[config.mk]
export PLATFORM = sky130hd
export DESIGN_NAME = keypad_scanner_flat
export DESIGN_NICKNAME = d
export VERILOG_FILES = /design/src/rtl/keypad_scanner_if.sv /design/src/rtl/keypad_scanner.sv /design/src/flat_wrapper.sv
export SDC_FILE = /design/constraint.sdc
export NUM_CORES = 1
export LEC_CHECK = 0
export CAP_MARGIN = 10
export CORE_ASPECT_RATIO = 0.6
export CORE_UTILIZATION = 45
export CTS_CLUSTER_SIZE = 14
export DETAILED_ROUTE_END_ITERATION = 8
export GPL_ROUTABILITY_DRIVEN = 1
export PLACE_DENSITY = 0.65
export SYNTH_ARGS = -nofsm -noshare
export SYNTH_HDL_FRONTEND = slang
export SYNTH_SLANG_ARGS = --single-unit
export TNS_END_PERCENT = 1
[constraint.sdc]
create_clock -name clk -period 6.9 [get_ports clk]
set_input_delay 1.38 -clock clk [delete_from_list [all_inputs] [get_ports clk]]
set_output_delay 1.38 -clock clk [all_outputs]
set_load 0.05 [all_outputs]
[src/rtl/keypad_scanner_if.sv]
// rtl/keypad_scanner_if.sv - key event bundle from the keypad scanner to the operand-entry FSMs
interface keypad_scanner_if;
    logic       key_valid;
    logic [3:0] key_code;
    logic       is_digit;
    logic       is_op;
    logic       is_equal;
    logic       is_clear;
    logic       key_held;

    modport master (
        output key_valid, key_code, is_digit, is_op, is_equal, is_clear, key_held
    );

    modport slave (
        input key_valid, key_code, is_digit, is_op, is_equal, is_clear, key_held
    );
endinterface

[src/rtl/keypad_scanner.sv]
// rtl/keypad_scanner.sv - 4x4 matrix keypad scanner with press/release debounce
module keypad_scanner #(
    parameter int CLK_DIV  = 1000,
    parameter int DEBOUNCE = 4
) (
    input  logic              clk,
    input  logic              reset,
    input  logic [3:0]        row_n,
    output logic [3:0]        col_n,
    keypad_scanner_if.master  key_if
);
    localparam int              TW        = (CLK_DIV > 2) ? $clog2(CLK_DIV) : 1;
    localparam logic [TW-1:0]   TICK_LAST = TW'(CLK_DIV - 1);
    localparam logic [3:0]      DEB_N     = 4'(DEBOUNCE);

    typedef enum logic [2:0] {SCAN, DEB_PRESS, EMIT, WAIT_REL, DEB_REL} state_t;

    logic [3:0]    row_meta_q, rows_s_q;
    logic [TW-1:0] tick_cnt_q, tick_cnt_d;
    state_t        state_q, state_d;
    logic [1:0]    col_q, col_d;
    logic [1:0]    row_q, row_d;
    logic [3:0]    cnt_q, cnt_d;
    logic          key_valid_q, key_valid_d;
    logic [3:0]    key_code_q, key_code_d;
    logic [3:0]    flags_q, flags_d;      // {digit, op, equal, clear}
    logic          key_held_q, key_held_d;

    logic          tick, any_low, do_emit, do_release;
    logic [1:0]    win_row;
    logic [3:0]    emit_code;

    // Row index to code for the currently driven column.
    function automatic logic [3:0] key_map(input logic [1:0] r, input logic [1:0] c);
        case ({r, c})
            4'h0: key_map = 4'h1;  4'h1: key_map = 4'h2;  4'h2: key_map = 4'h3;  4'h3: key_map = 4'hA;
            4'h4: key_map = 4'h4;  4'h5: key_map = 4'h5;  4'h6: key_map = 4'h6;  4'h7: key_map = 4'hB;
            4'h8: key_map = 4'h7;  4'h9: key_map = 4'h8;  4'hA: key_map = 4'h9;  4'hB: key_map = 4'hC;
            4'hC: key_map = 4'hE;  4'hD: key_map = 4'h0;  4'hE: key_map = 4'hF;
            default: key_map = 4'hD;
        endcase
    endfunction

    // Lowest pressed row index wins when several rows are low.
    always_comb begin
        any_low = ~&rows_s_q;
        if (!rows_s_q[0])      win_row = 2'd0;
        else if (!rows_s_q[1]) win_row = 2'd1;
        else if (!rows_s_q[2]) win_row = 2'd2;
        else                   win_row = 2'd3;
        emit_code = key_map(win_row, col_q);
    end

    // Free-running tick divider plus the scan/debounce next-state logic.
    always_comb begin
        tick       = (tick_cnt_q == TICK_LAST);
        tick_cnt_d = tick ? '0 : tick_cnt_q + TW'(1);
        state_d     = state_q;
        col_d       = col_q;
        row_d       = row_q;
        cnt_d       = cnt_q;
        key_valid_d = 1'b0;
        key_code_d  = key_code_q;
        flags_d     = 4'b0000;
        key_held_d  = key_held_q;
        do_emit     = 1'b0;
        do_release  = 1'b0;
        case (state_q)
            SCAN: if (tick) begin
                if (any_low) begin
                    row_d = win_row;
                    cnt_d = 4'd1;
                    if (DEB_N == 4'd1) do_emit = 1'b1;
                    else               state_d = DEB_PRESS;
                end else begin
                    col_d = col_q + 2'd1;
                end
            end
            DEB_PRESS: if (tick) begin
                if (any_low && (win_row == row_q)) begin
                    cnt_d = cnt_q + 4'd1;
                    if (cnt_q + 4'd1 == DEB_N) do_emit = 1'b1;
                end else begin
                    state_d = SCAN;
                    cnt_d   = 4'd0;
                end
            end
            EMIT: begin
                state_d = WAIT_REL;
                cnt_d   = 4'd0;
            end
            WAIT_REL: if (tick && !any_low) begin
                cnt_d = 4'd1;
                if (DEB_N == 4'd1) do_release = 1'b1;
                else               state_d = DEB_REL;
            end
            DEB_REL: if (tick) begin
                if (!any_low) begin
                    cnt_d = cnt_q + 4'd1;
                    if (cnt_q + 4'd1 == DEB_N) do_release = 1'b1;
                end else begin
                    state_d = WAIT_REL;
                    cnt_d   = 4'd0;
                end
            end
            default: state_d = SCAN;
        endcase
        if (do_emit) begin
            state_d     = EMIT;
            key_valid_d = 1'b1;
            key_code_d  = emit_code;
            flags_d     = {emit_code <= 4'h9,
                           (emit_code >= 4'hA) && (emit_code <= 4'hD),
                           emit_code == 4'hF,
                           emit_code == 4'hE};
            key_held_d  = 1'b1;
        end
        if (do_release) begin
            state_d    = SCAN;
            cnt_d      = 4'd0;
            key_held_d = 1'b0;
            col_d      = col_q + 2'd1;
        end
    end

    // State registers; row_n is double-synchronised before any decision uses it.
    always_ff @(posedge clk or negedge reset) begin
        if (!reset) begin
            row_meta_q  <= 4'hF;
            rows_s_q    <= 4'hF;
            tick_cnt_q  <= '0;
            state_q     <= SCAN;
            col_q       <= 2'd0;
            row_q       <= 2'd0;
            cnt_q       <= 4'd0;
            key_valid_q <= 1'b0;
            key_code_q  <= 4'h0;
            flags_q     <= 4'b0000;
            key_held_q  <= 1'b0;
        end else begin
            row_meta_q  <= row_n;
            rows_s_q    <= row_meta_q;
            tick_cnt_q  <= tick_cnt_d;
            state_q     <= state_d;
            col_q       <= col_d;
            row_q       <= row_d;
            cnt_q       <= cnt_d;
            key_valid_q <= key_valid_d;
            key_code_q  <= key_code_d;
            flags_q     <= flags_d;
            key_held_q  <= key_held_d;
        end
    end

    assign col_n            = ~(4'b0001 << col_q);
    assign key_if.key_valid = key_valid_q;
    assign key_if.key_code  = key_code_q;
    assign key_if.is_digit  = flags_q[3];
    assign key_if.is_op     = flags_q[2];
    assign key_if.is_equal  = flags_q[1];
    assign key_if.is_clear  = flags_q[0];
    assign key_if.key_held  = key_held_q;
endmodule

[src/flat_wrapper.sv]
// flat-port wrapper written by rule: the top's interface ports become plain ports
module keypad_scanner_flat 
#(
    parameter int CLK_DIV  = 1000,
    parameter int DEBOUNCE = 4
)
  (clk, reset, row_n, col_n, key_if_key_valid, key_if_key_code, key_if_is_digit, key_if_is_op, key_if_is_equal, key_if_is_clear, key_if_key_held);
  keypad_scanner_if key_if_i ();
  input  logic clk;
  input  logic reset;
  input  logic [3:0] row_n;
  output logic [3:0] col_n;
  output wire logic [$bits(key_if_i.key_valid)-1:0] key_if_key_valid;
  output wire logic [$bits(key_if_i.key_code)-1:0] key_if_key_code;
  output wire logic [$bits(key_if_i.is_digit)-1:0] key_if_is_digit;
  output wire logic [$bits(key_if_i.is_op)-1:0] key_if_is_op;
  output wire logic [$bits(key_if_i.is_equal)-1:0] key_if_is_equal;
  output wire logic [$bits(key_if_i.is_clear)-1:0] key_if_is_clear;
  output wire logic [$bits(key_if_i.key_held)-1:0] key_if_key_held;
  assign key_if_key_valid = key_if_i.key_valid;
  assign key_if_key_code = key_if_i.key_code;
  assign key_if_is_digit = key_if_i.is_digit;
  assign key_if_is_op = key_if_i.is_op;
  assign key_if_is_equal = key_if_i.is_equal;
  assign key_if_is_clear = key_if_i.is_clear;
  assign key_if_key_held = key_if_i.key_held;
  keypad_scanner #(.CLK_DIV(CLK_DIV), .DEBOUNCE(DEBOUNCE)) u_core (.clk(clk), .reset(reset), .row_n(row_n), .col_n(col_n), .key_if(key_if_i));
endmodule
==> impl_metrics.tcl <==
set metrics [dict create \
    route.detailed.drc 0 \
    worstHoldPathType "register to register" \
    ys_async_sr_fraction_pct 100 \
    ys.flop_type "dfrtp_1" \
    grt_antenna_before_repair 0 \
    dp.cells 273 \
    numCtsBuffers 5 \
    synth_edf_count 0 \
    final_nets 235 \
    grt_pass1_vias 1455 \
    wl_met2_mm 1.85 \
    area_growth_pct 16.4 \
    clk_path_buf_depth 2 \
    vdd_drop_max_mv 0.0911 \
    setup-tns-final_ns 0 \
    clock-sinks 39 \
    syn-cell-area_mm2 0.00200 \
    fin_crit_sh_pct 49.2 \
    cts_root_buffer "clkbuf_8" \
    finalWirelength_mm 4.11 \
    finalMaxSlewViolations 0 \
    drt.antenna.violating_nets 0 \
    synth_xor_area_share_pct 3.93 \
    critPathMaxStageDelay_ns 0.79 \
    synth_top_family_by_area "simple AND/OR/NAND/NOR gates" \
    top_layer_used "met4" \
    synth-warning-count 0 \
    rsz0062_at_grt "false" \
    drv_cap 0 \
    path_max_fanout 9 \
    drt-initial-drc-count 167 \
    wl_met1_mm 2.02 \
    die_w_um 88.2 \
    via_per_inst 5.52 \
    p_leak_nw 1.02 \
    drive_above_1_share_pct 12.7 \
    fin_crit_ns 3.39 \
    netlist_instances 200 \
    status "finished, final reports clean" \
    gp_congestion 0.868 \
    num_rows 18 \
    portBuffers 19 \
    grt_max_degree 40 \
    synth_common_cells "dfrtp_1, nand2_1, nor2_1, o21ai_0, inv_1" \
    overflow 0 \
    fmaxAchievable_mhz 295 \
    critPathRequiredTime_ns 5.52 \
    num_io_pins 20 \
    grt_pass1_wl_mm 6.80 \
    cts_setup_buffers 0 \
    worst_setup_path_end_kind "primary output" \
    gr-usage-all-layers_pct 19.4 \
    path_buf_inv 3 \
    synth_area_leader_cell "dfrtp_1" \
    critPathLaunchType "register" \
    hold_viol_final 0 \
    n_antenna_cell 0 \
    worst_slew_pin_slew_ns 0.847 \
    clock_skew_ns 0.00629 \
    max_slew_margin_pct 43.5 \
    synth_fp_nets 215 \
    wl_per_cell_um 14.6 \
    cts_hold_buf 0 \
    critPathTopFamily "buffers and inverters" \
    dieArea_mm2 0.00473 \
    synth_top_area_share_pct 38.7 \
    muxShareOfSynthArea_pct 1.69 \
    synthDistinctLibCells 47 \
    htree_num_levels 2 \
    clk_pin_slew_worst_paths_ns 0.07 \
    die_y_um 53.7 \
    crit_type "register to primary output" \
    yosys.area_share.simple_pct 23.2 \
    firstDrtPassIters 5 \
    route.met3.wl_um 221 \
    synth-compound-area-share_pct 11.6 \
    start_util_pct 47.8 \
    p_per_area_mw_per_mm2 190 \
    num_vias 1550 \
    core_area_mm2 0.00419 \
    cp.arrival_ns 2.01 \
    synthTopCellsByArea "dfrtp_1, dfstp_2, ha_1" \
    syn_area_per_cell_um2 10.0 \
    layoutNonFillerInstCount 281 \
    cts_resized 0 \
    clk_latency_ns 0.29 \
    place_hpwl_mm 2.93 \
    synth.most_common_cell "dfrtp_1" \
    critical_path.most_common_cell "inv_1" \
    ys_ff_latch 39 \
    finalSetupViolations 0 \
    cts_tree "yes" \
    crit_chain "inv_1 > ha_1 > inv_1 > clkdlybuf4s50_1" \
    critPathSlowestCell "clkdlybuf4s50_1" \
    synthAdderAreaFrac_pct 6.12 \
    yosysSeqAreaShare_pct 49.2 \
]
==> cell type report <==
class | instances | area [um2]
fillers | 373 | 1860
flip-flops and latches | 39 | 986
multi-input cells | 145 | 932
repair buffers | 19 | 185
clock buffers | 6 | 82.6
well taps | 60 | 75.1
inverters | 10 | 37.5
clock inverters | 2 | 35.0
==> path summary, 6_finish.rpt <==
| kind | startpoint | slack, ns | to | cells after the start |
|---|---|---|---|---|
| worst min-delay path | u_core.row_meta_q[2] | 0.36 | u_core.rows_s_q[2] | 0 |
| worst max-delay path | u_core.col_q[0] | 3.51 | col_n[0] | 4 |
| max in group asynchronous | reset | 5.17 | u_core.flags_q[3] | 1 |
| worst max register to register | u_core.state_q[2] | 4.22 | u_core.state_q[2] | 5 |
| worst min register to register | u_core.row_meta_q[2] | 0.36 | u_core.rows_s_q[2] | 0 |
| min in group asynchronous | reset | 1.20 | u_core.col_q[0] | 1 |
==> state kept, by name, indices dropped and copies added (netlist names) <==
register / flops
u_core.tick_cnt_q: 10
u_core.cnt_q: 4
u_core.key_if.key_code: 4
u_core.row_q: 2
u_core.col_q: 2
u_core.flags_q: 4
u_core.key_if.key_valid: 1
u_core.rows_s_q: 4
u_core.key_if.key_held: 1
u_core.state_q: 3
u_core.row_meta_q: 4
==> layout by cell type, fill, tap and decap left out, drive strengths merged, types with 3 or more instances in the layout <==
cell	instances
a21oi	6
and3	7
and3b	3
clkbuf	6
clkdlybuf4s50	18
dfrtp	31
dfstp	8
ha	9
inv	10
mux2	3
nand2	24
nand2b	4
nand3	9
nor2	18
nor3	4
o211ai	3
o21ai	13
o31ai	4
xnor2	5
xor2	4
==> metrics by stage <==
step / setup WS (ns) / utilization (%) / cell area, um2 / hold slack [ns] / total power, mW
final: 3.51 / 55.7 / 2330 / 0.358 / 0.443
after global routing: 3.41 / 55.7 / 2330 / 0.360 / 0.461
after CTS: 3.50 / 55.7 / 2330 / 0.359 / 0.450
after detailed placement: 3.82 / 52.9 / 2220 / 0.347 / 0.253
after global placement: 3.89 / 52.9 / 2220 / 0.346 / 0.253
after floorplan: 4.38 / - / 2000 / 0.345 / 0.245
==> cells by family after synthesis <==
group | Yosys count
buffers and inverters | 16
multiplexers | 3
XOR/XNOR | 9
adder cells (fa/ha/maj) | 10
AND/OR/NAND/NOR | 86
flip-flops | 39
AO/OA/AOI/OAI | 37
==> power breakdown <==
part | switching (mW) | internal, mW
logic | 0.00854 | 0.00488
registers | 0.00273 | 0.233
clock network | 0.0774 | 0.117
==> layer usage <==
metal  global-route usage (%)  vias up
met5                        0        -
met4                     4.30        0
met3                     4.60        4
met1                     26.8      756
met2                     31.3       52
li1                         -      738
(Power assumes the default switching activity.)
